<file path="config.mk">
export PLATFORM = sky130hd
export DESIGN_NAME = shifter_arbiter_flat
export DESIGN_NICKNAME = d
export VERILOG_FILES = /design/src/rtl/shifter_arbiter_if.sv /design/src/rtl/shifter_arbiter.sv /design/src/flat_wrapper.sv
export SDC_FILE = /design/constraint.sdc
export NUM_CORES = 1
export LEC_CHECK = 0
export ABC_AREA = 1
export CAP_MARGIN = 20
export CORE_MARGIN = 1
export CORE_UTILIZATION = 55
export CTS_CLUSTER_SIZE = 30
export DETAILED_ROUTE_END_ITERATION = 16
export PLACE_DENSITY_LB_ADDON = 0.12
export SLEW_MARGIN = 40
export SYNTH_ARGS = -nofsm -noshare
export SYNTH_HDL_FRONTEND = slang
export SYNTH_SLANG_ARGS = --single-unit
</file>
<file path="constraint.sdc">
create_clock -name clk -period 3.2 [get_ports clk]
set_input_delay 0.64 -clock clk [delete_from_list [all_inputs] [get_ports clk]]
set_output_delay 0.64 -clock clk [all_outputs]
set_load 0.01 [all_outputs]
</file>
<file path="src/rtl/shifter_arbiter_if.sv">
// Bundle of the two requester channels and the result channel of the
// shared shifter. The slave side is the arbiter; the master side drives
// requests and consumes results.
interface shifter_arbiter_if;
  logic        req0_valid;
  logic        req0_ready;
  logic [31:0] req0_a;
  logic [4:0]  req0_shamt;
  logic [1:0]  req0_alufn;

  logic        req1_valid;
  logic        req1_ready;
  logic [31:0] req1_a;
  logic [4:0]  req1_shamt;
  logic [1:0]  req1_alufn;

  logic        out_valid;
  logic        out_ready;
  logic [31:0] out_data;
  logic        out_id;

  modport slave (
    input  req0_valid, req0_a, req0_shamt, req0_alufn,
    input  req1_valid, req1_a, req1_shamt, req1_alufn,
    input  out_ready,
    output req0_ready, req1_ready,
    output out_valid, out_data, out_id
  );

  modport master (
    output req0_valid, req0_a, req0_shamt, req0_alufn,
    output req1_valid, req1_a, req1_shamt, req1_alufn,
    output out_ready,
    input  req0_ready, req1_ready,
    input  out_valid, out_data, out_id
  );
endinterface

</file>
<file path="src/rtl/shifter_arbiter.sv">
// Two requesters share one barrel shifter. A one-entry result register
// sits behind the shifter; a requester is accepted only when that
// register is free or being drained in the same cycle. Contention is
// resolved round-robin (RR_EN=1) or with requester 0 always first.
module shifter_arbiter #(
  parameter int unsigned RR_EN = 1
) (
  input logic             clk,
  input logic             rst_n,
  shifter_arbiter_if.slave bus
);

  localparam bit ROUND_ROBIN = (RR_EN != 0);

  typedef enum logic {
    EMPTY = 1'b0,
    FULL  = 1'b1
  } state_t;

  state_t      state_reg;
  state_t      state_next;
  logic        last_grant_reg;
  logic [31:0] out_data_reg;
  logic        out_id_reg;

  logic        out_valid_int;
  logic        slot_free;
  logic        grant0;
  logic        grant1;
  logic        xfer;

  logic [31:0] sel_a;
  logic [4:0]  sel_shamt;
  logic [1:0]  sel_alufn;

  logic        shift_left;
  logic        fill_bit;
  logic [31:0] a_rev;
  logic [31:0] stage_in;
  logic [31:0] right_result;
  logic [31:0] right_rev;
  logic [31:0] shift_result;

  assign out_valid_int = (state_reg == FULL);
  assign slot_free     = !out_valid_int || bus.out_ready;

  // Grant selection: a lone requester always wins; under contention the
  // requester that did not win the last transfer goes next (round-robin),
  // or requester 0 always wins (fixed priority).
  always_comb begin
    grant0 = 1'b0;
    grant1 = 1'b0;
    if (bus.req0_valid && bus.req1_valid) begin
      if (ROUND_ROBIN && !last_grant_reg) begin
        grant1 = 1'b1;
      end else begin
        grant0 = 1'b1;
      end
    end else begin
      grant0 = bus.req0_valid;
      grant1 = bus.req1_valid;
    end
  end

  // Readies are held low during reset so nothing is accepted into a
  // register that is being cleared.
  assign bus.req0_ready = rst_n && grant0 && slot_free;
  assign bus.req1_ready = rst_n && grant1 && slot_free;

  assign xfer = (bus.req0_valid && bus.req0_ready) ||
                (bus.req1_valid && bus.req1_ready);

  // Steer the granted requester's operands into the shared datapath.
  always_comb begin
    if (grant1) begin
      sel_a     = bus.req1_a;
      sel_shamt = bus.req1_shamt;
      sel_alufn = bus.req1_alufn;
    end else begin
      sel_a     = bus.req0_a;
      sel_shamt = bus.req0_shamt;
      sel_alufn = bus.req0_alufn;
    end
  end

  // The shifter only shifts right. A left shift is done by bit-reversing
  // the operand, shifting right with zero fill, and reversing back.
  assign shift_left = (sel_alufn == 2'b00);
  assign fill_bit   = sel_alufn[1] & sel_a[31];

  genvar gi;
  generate
    for (gi = 0; gi < 32; gi++) begin : g_rev
      assign a_rev[gi]     = sel_a[31 - gi];
      assign right_rev[gi] = right_result[31 - gi];
    end
  endgenerate

  assign stage_in = shift_left ? a_rev : sel_a;

  // Five log stages, stage gi shifting by 2**gi when shamt bit gi is set.
  generate
    for (gi = 0; gi < 5; gi++) begin : g_stage
      localparam int SH = 1 << gi;
      logic [31:0] q;
      if (gi == 0) begin : g_first
        assign q = sel_shamt[gi] ? {{SH{fill_bit}}, stage_in[31:SH]} : stage_in;
      end else begin : g_next
        assign q = sel_shamt[gi] ? {{SH{fill_bit}}, g_stage[gi-1].q[31:SH]}
                                 : g_stage[gi-1].q;
      end
    end
  endgenerate

  assign right_result = g_stage[4].q;
  assign shift_result = shift_left ? right_rev : right_result;

  // Result-register occupancy: a transfer always leaves it full (a new
  // result may replace one drained in the same cycle); a drain with no
  // transfer empties it.
  always_comb begin
    state_next = state_reg;
    case (state_reg)
      EMPTY: begin
        if (xfer) state_next = FULL;
      end
      FULL: begin
        if (xfer) begin
          state_next = FULL;
        end else if (bus.out_ready) begin
          state_next = EMPTY;
        end
      end
      default: state_next = EMPTY;
    endcase
  end

  // Occupancy state register; reset discards any held result at once.
  always_ff @(posedge clk or negedge rst_n) begin
    if (!rst_n) begin
      state_reg <= EMPTY;
    end else begin
      state_reg <= state_next;
    end
  end

  // Capture the result and remember the winner only on an actual transfer,
  // so stalled contention never rotates priority. After reset requester 1
  // counts as the last winner, giving requester 0 the first contention.
  always_ff @(posedge clk or negedge rst_n) begin
    if (!rst_n) begin
      out_data_reg   <= 32'h0;
      out_id_reg     <= 1'b0;
      last_grant_reg <= 1'b1;
    end else if (xfer) begin
      out_data_reg   <= shift_result;
      out_id_reg     <= grant1;
      last_grant_reg <= grant1;
    end
  end

  assign bus.out_valid = out_valid_int;
  assign bus.out_data  = out_data_reg;
  assign bus.out_id    = out_id_reg;

endmodule

</file>
<file path="src/flat_wrapper.sv">
// flat-port wrapper written by rule: the top's interface ports become plain ports
module shifter_arbiter_flat 
#(
  parameter int unsigned RR_EN = 1
)
  (clk, rst_n, bus_req0_valid, bus_req0_a, bus_req0_shamt, bus_req0_alufn, bus_req1_valid, bus_req1_a, bus_req1_shamt, bus_req1_alufn, bus_out_ready, bus_req0_ready, bus_req1_ready, bus_out_valid, bus_out_data, bus_out_id);
  shifter_arbiter_if bus_i ();
  input logic clk;
  input logic rst_n;
  input wire logic [$bits(bus_i.req0_valid)-1:0] bus_req0_valid;
  input wire logic [$bits(bus_i.req0_a)-1:0] bus_req0_a;
  input wire logic [$bits(bus_i.req0_shamt)-1:0] bus_req0_shamt;
  input wire logic [$bits(bus_i.req0_alufn)-1:0] bus_req0_alufn;
  input wire logic [$bits(bus_i.req1_valid)-1:0] bus_req1_valid;
  input wire logic [$bits(bus_i.req1_a)-1:0] bus_req1_a;
  input wire logic [$bits(bus_i.req1_shamt)-1:0] bus_req1_shamt;
  input wire logic [$bits(bus_i.req1_alufn)-1:0] bus_req1_alufn;
  input wire logic [$bits(bus_i.out_ready)-1:0] bus_out_ready;
  output wire logic [$bits(bus_i.req0_ready)-1:0] bus_req0_ready;
  output wire logic [$bits(bus_i.req1_ready)-1:0] bus_req1_ready;
  output wire logic [$bits(bus_i.out_valid)-1:0] bus_out_valid;
  output wire logic [$bits(bus_i.out_data)-1:0] bus_out_data;
  output wire logic [$bits(bus_i.out_id)-1:0] bus_out_id;
  assign bus_i.req0_valid = bus_req0_valid;
  assign bus_i.req0_a = bus_req0_a;
  assign bus_i.req0_shamt = bus_req0_shamt;
  assign bus_i.req0_alufn = bus_req0_alufn;
  assign bus_i.req1_valid = bus_req1_valid;
  assign bus_i.req1_a = bus_req1_a;
  assign bus_i.req1_shamt = bus_req1_shamt;
  assign bus_i.req1_alufn = bus_req1_alufn;
  assign bus_i.out_ready = bus_out_ready;
  assign bus_req0_ready = bus_i.req0_ready;
  assign bus_req1_ready = bus_i.req1_ready;
  assign bus_out_valid = bus_i.out_valid;
  assign bus_out_data = bus_i.out_data;
  assign bus_out_id = bus_i.out_id;
  shifter_arbiter #(.RR_EN(RR_EN)) u_core (.clk(clk), .rst_n(rst_n), .bus(bus_i));
endmodule
</file>
==> flow_summary.json, run 1 <==
{
  "outcome": "finished clean",
  "worst_slack_ns": 0.115,
  "io_buffers": 118,
  "syn_area_um2": 4800,
  "synth_nets": 910,
  "drive_above_1_share_pct": 7.47,
  "ys_ff_latch": 35,
  "clockRootBuffer": "clkbuf_8",
  "cp_top_family": "buffers and inverters",
  "dp_hpwl_um": 11600,
  "cts_buffers": 5,
  "area_delta_synth_final_pct": 26.0,
  "crit_required_ns": 2.56,
  "cp_cell_sequence": "clkdlybuf4s50_1 > nand2_4 > nand2_8 > buf_12 > nor2_1 > clkdlybuf4s50_1",
  "fin_cells": 1015,
  "cp-start-kind": "input port",
  "first_pass_iters": 6,
  "initial_core_util_pct": 57.6,
  "synth_seq_area_share_pct": 18.3,
  "slowest_stage": "clkdlybuf4s50_1",
  "grt_pass1_wl_um": 25100,
  "critPathKind": "input port to primary output",
  "place.gp.congestion": 1.02,
  "grt_start_max_net_pins": 38,
  "dieArea_um2": 9110,
  "fill_cells": 768,
  "fin_area_um2": 6060,
  "synthDistinctLibCells": 26,
  "crit_top_cell": "clkdlybuf4s50_1",
  "htree_levels": 2,
  "ant_nets": 0,
  "synth_edf_count": 0,
  "cp-end-kind": "primary output",
  "largest_reg_flops": 32,
  "viasPerCell": 5.99,
  "via_count": 6084,
  "fp.dieH_um": 95.5,
  "setup_viol": 0,
  "leakage_nw": 3.02,
  "maxSlewHeadroom_pct": 65.0,
  "placed_area_um2": 5940,
  "ys.flop_type": "dfrtp_1",
  "fin_crit_ns": 3.08,
  "drcViolationCount": 0,
  "routed_wl_um": 15200,
  "fin_skew_ns": 0.00536,
  "cap_viol_max_count": 0,
  "first_iter_violations": 689,
  "coreArea_um2": 8340,
  "peakVddDrop_uv": 421,
  "placed_cells": 1007,
  "synthMuxAreaShare_pct": 0,
  "cp_slowest_stage_delay_ns": 0.58,
  "synth-adder-area-share_pct": 0,
  "finalCritPeriodShare_pct": 96.4,
  "yosys.area_share.simple_pct": 67.4,
  "clockBufferDepth": 2,
  "async_flop_share_pct": 100,
  "place_ws_ns": 0.0155,
  "hold_class": "register to register",
  "rsz0062_at_grt": "false",
  "cp.buffers_inverters": 3,
  "setup_tns_ns": 0,
  "synth_top_family_by_area": "simple AND/OR/NAND/NOR gates",
  "worst-endpoint-arrival_ns": 2.44,
  "syn_inst": 827,
  "fmax_mhz": 324,
  "slew_violations": 0,
  "overflow": 0,
  "synth_compound_area_share_pct": 1.95,
  "antenna_cells": 0,
  "final_nets": 992,
  "antenna_found_initial": 0,
  "groute.usage.overall_pct": 34.3,
  "hold_buffers": 0,
  "die-width_um": 95.5,
  "yosys_warnings": 0,
  "synthXorXnorAreaFrac_pct": 0,
  "worstPathMaxFanout": 37,
  "cts_sinks": 35,
  "wl_per_cell_um": 15.0,
  "grt_pass1_vias": 5484,
  "power.density_nw_per_um2": 534,
  "cts_setup_buffers": 0,
  "cts_tree": "built",
  "syn_area_per_cell_um2": 5.81,
  "post_cts_resized": 0,
  "worstMarginPinSlew_ns": 0.525,
  "io_pins": 119,
  "clk_pin_slew_ns": 0.07,
  "hold_violations": 0,
  "clock_latency_ns": 0.29,
  "row_count": 33
}
power breakdown:
| group | leakage [nW] | switching (mW) | internal [mW] |
|---|---|---|---|
| sequential | 0.437 | 0.101 | 0.622 |
| clock | 0.0612 | 0.172 | 0.252 |
| combinational | 2.52 | 1.20 | 0.883 |
| total | 3.02 | 1.47 | 1.76 |
worst register-to-register path: stages (launching register included):
cell and delay [ns]:
dfstp_2 0.57, nand2_4 0.12, nand2_8 0.17, nand2_4 0.07
nand2_4 0.13, nand2_4 0.26, nand2_1 0.19, nand3_1 0.14
nand3_1 0.14, nand3_1 0.13, nand3_1 0.16, nand3_1 0.14
nand3_1 0.11, nand3_1 0.10, nand2_1 0.10
layout by cell type, fill, tap and decap left out, types with 7 or more instances in the layout:
cell / n
nand3_1: 391
nand2_1: 221
clkdlybuf4s50_1: 117
inv_1: 43
dfrtp_1: 34
nand3b_1: 26
buf_4: 16
nand3_2: 8
nand2_2: 7
inv_2: 7
kinds of logic after synthesis:
logic type	Yosys count
DFF	35
and+or+nand+nor	665
AOI/OAI and AO/OA	12
buffers and inverters	115
final timing paths:
kind	startpoint	end	slack (ns)	depth (start not counted)
min reg2reg	u_core.bus.out_id	u_core.bus.out_id	0.47	2
max reg2reg	u_core.last_grant_reg	u_core.bus.out_data[14]	0.61	14
min in group asynchronous	rst_n	u_core.bus.out_valid	0.78	2
max	bus_req0_valid	bus_req1_ready	0.12	6
min	u_core.bus.out_id	u_core.bus.out_id	0.47	2
max in group asynchronous	rst_n	u_core.last_grant_reg	2.09	2
metrics by stage:
step                      util, %  total power, mW  hold WS, ns
final                        72.6             3.23        0.474
after global routing         72.6             3.48        0.492
after CTS                    72.6             3.21        0.478
after detailed placement     71.2             2.78        0.461
after global placement       71.2             2.73        0.456
after floorplan                 -             2.03        0.344
layer usage:
layer / vias to the layer above / GRT usage [%] / routed length (um)
met3: 32 / 4.94 / 1240
met2: 323 / 59.6 / 7250
met5: - / 0 / 0
met4: 0 / 9.20 / 344
li1: 2982 / - / -
met1: 2747 / 44.2 / 6400
synthesized netlist by cell type, types with 4 or more instances:
master	count	area share (%)
nand3_2	8	1.7
dfrtp_1	34	18
buf_4	10	1.6
clkbuf_1	13	1.0
o21ai_1	5	0.52
nand2_1	221	17
nand3b_1	26	4.1
inv_2	6	0.47
buf_1	4	0.31
nand3_1	391	41
nand2_4	5	1.2
buf_6	10	2.3
nand2_2	7	0.91
buf_2	26	2.7
inv_1	44	3.4
cell type report:
type                            count  area (um2)  area share (%)
Inverter                           51         194            3.20
Clock buffer                        6        82.6            1.36
Multi-Input combinational cell    677        3330            55.0
Tap cell                          105         131            2.17
Clock inverter                      2        35.0           0.579
Timing Repair Buffer              139        1400            23.2
Sequential cell                    35         877            14.5
(Power assumes the default switching activity.)
==> run 2, diff against run 1 <==
--- a/config.mk
+++ b/config.mk
@@ -11,6 +11,7 @@
 export CORE_UTILIZATION = 55
 export CTS_CLUSTER_SIZE = 30
 export DETAILED_ROUTE_END_ITERATION = 16
+export MAX_ROUTING_LAYER = met4
 export PLACE_DENSITY_LB_ADDON = 0.12
 export SLEW_MARGIN = 40
 export SYNTH_ARGS = -nofsm -noshare
==> constraint.sdc (replaced) <==
create_clock -name clk -period 3.2 [get_ports clk]
set_input_delay 0.48 -clock clk [delete_from_list [all_inputs] [get_ports clk]]
set_output_delay 0.48 -clock clk [all_outputs]
set_load 0.01 [all_outputs]
==> run 2 against run 1 <==
  * Register-to-register slack worse by 0.11 ns
  * Maximum frequency up 7.4%
  * Die area unchanged
  * Clock skew up 0.0048 ns
  * Total power down 0.95%
  * Critical endpoint is now u_core.bus.out_data[14]
  * Clock power down 3%
  * Flip-flop and latch count unchanged
  * Design area down 1.0%
  * Wire length up 0.72%
  * Critical path type is now input port to register
==> flow_summary.json, run 2 (synthesis gave the netlist of run 1 again) <==
{
  "met1_usage_pct": 44.9,
  "post_cts_resized": 0,
  "crit_required_ns": 3.42,
  "dieArea_um2": 9110,
  "io_pins": 119,
  "r2r-start": "u_core.last_grant_reg",
  "hold_buffers": 0,
  "groute.usage.overall_pct": 36.0,
  "cap_viol_max_count": 0,
  "hold_path_depth": 2,
  "grt_use_met3_pct": 4.86,
  "min-delay-start": "u_core.bus.out_data[25]",
  "routed_wl_um": 15300,
  "fill_cells": 752,
  "drive_above_1_share_pct": 7.17,
  "viasPerCell": 6.06,
  "hold_end": "u_core.bus.out_data[25]",
  "initial_core_util_pct": 57.6,
  "maxSlewHeadroom_pct": 64.0,
  "fp.dieH_um": 95.5,
  "cts_tree": "built",
  "area_delta_synth_final_pct": 24.7,
  "setup_viol": 0,
  "coreArea_um2": 8340,
  "slew_violations": 0,
  "hold_ws_ns": 0.483,
  "first_iter_violations": 763,
  "ant_nets": 0,
  "antenna_found_initial": 0,
  "rrSetupSlack_ns": 0.50,
  "grt_start_max_net_pins": 44,
  "critPathKind": "input port to register",
  "final_nets": 989,
  "fin_crit_ns": 2.87,
  "peakVddDrop_uv": 362,
  "leakage_nw": 2.98,
  "drcViolationCount": 0,
  "clock_latency_ns": 0.29,
  "rsz0062_at_grt": "false",
  "outcome": "finished clean",
  "cts_buffers": 5,
  "largest_reg_flops": 32,
  "via_count": 6135,
  "row_count": 33,
  "dp_hpwl_um": 11500,
  "hold_violations": 0,
  "antenna_cells": 0,
  "layout_commonest_cell": "nand3_1",
  "regToRegEndpoint": "u_core.bus.out_data[20]",
  "io_buffers": 118,
  "power.density_nw_per_um2": 534,
  "worstPathMaxFanout": 36,
  "grt_pass1_wl_um": 25400,
  "setup_tns_ns": 0,
  "fin_skew_ns": 0.0102,
  "clk_pin_slew_ns": 0.07,
  "die-width_um": 95.5,
  "cts_sinks": 35,
  "clockBufferDepth": 2,
  "htree_levels": 2,
  "overflow": 0,
  "grt.busiest_layer": "met2",
  "fmax_mhz": 348,
  "worstMarginPinSlew_ns": 0.539,
  "place.gp.congestion": 1.05,
  "worst-endpoint-arrival_ns": 3.10,
  "hold_class": "register to register",
  "mostFrequentLayoutCells": "391 x nand3_1, 221 x nand2_1, 118 x clkdlybuf4s50_1",
  "rr_worst_depth": 14,
  "clockRootBuffer": "clkbuf_8",
  "cp-end-kind": "register",
  "wl_per_cell_um": 15.2,
  "finalCritPeriodShare_pct": 89.7,
  "grt_pass1_vias": 5438,
  "grt_use_met2_pct": 60.7,
  "cp-start-kind": "input port",
  "first_pass_iters": 7,
  "cts_setup_buffers": 0
}
-- run 2: cell type report --
class                           count  area [um2]  share of cell area [%]
Multi-Input combinational cell    677        3330                    55.6
Tap cell                          105         131                    2.19
Clock inverter                      2        35.0                   0.585
Inverter                           51         194                    3.24
Sequential cell                    35         877                    14.6
Clock buffer                        6        82.6                    1.38
Timing Repair Buffer              136        1340                    22.4
-- run 2: per-layer routing --
metal | vias to the layer above | wire [um]
li1 | 2980 | -
met1 | 2756 | 6300
met2 | 349 | 7140
met3 | 50 | 1400
met4 | 0 | 495
met5 | - | 0
-- run 2: critical path, cell delays in order --
cell and delay (ns):
clkdlybuf4s50_1 0.68, nand2_8 0.15, nand2_4 0.11, nand2_8 0.15
nand2_4 0.37, nand2_1 0.09, nand3_1 0.11, nand3_1 0.10
nand2_1 0.11, nand2_1 0.07, nand2_1 0.09, nand2_1 0.06
nand2_1 0.13, nand2_1 0.09, nand3_1 0.08, nand3_1 0.11
nand2_1 0.10
-- run 2: worst max-delay path by stage --
stage                        start                 endpoint  slack [ns]  depth (start not counted)
global route        bus_req1_valid  u_core.bus.out_data[29]        0.02                         16
CTS                 bus_req1_valid   u_core.bus.out_data[4]        0.35                         14
finish              bus_req1_valid  u_core.bus.out_data[14]        0.33                         17
global placement    bus_req0_valid  u_core.bus.out_data[22]        0.15                         15
floorplan           bus_req1_valid  u_core.bus.out_data[13]        1.19                         11
detailed placement  bus_req1_valid   u_core.bus.out_data[4]        0.06                         14
-- run 2: power breakdown --
group          internal [mW]  switching [mW]
logic                  0.863            1.20
registers              0.622           0.101
clock network          0.252           0.160
total                   1.74            1.46
-- run 2: through the flow --
stage	area, um2	cells	power [mW]	utilization, %	setup slack, ns
after floorplan	4800	827	2.03	-	1.19
after global placement	5880	1004	2.71	70.4	0.146
after detailed placement	5880	1004	2.75	70.4	0.0591
after CTS	5990	1012	3.18	71.9	0.346
after global routing	5990	1012	3.46	71.9	0.0227
final	5990	1012	3.20	71.9	0.329
==> run 3, diff against run 2 <==
--- a/config.mk
+++ b/config.mk
@@ -6,7 +6,6 @@
 export NUM_CORES = 1
 export LEC_CHECK = 0
 export ABC_AREA = 1
-export CAP_MARGIN = 20
 export CORE_MARGIN = 1
 export CORE_UTILIZATION = 55
 export CTS_CLUSTER_SIZE = 30
==> results of run 3 <==
The final DEF is identical to that of run 2; final timing and power are the same.
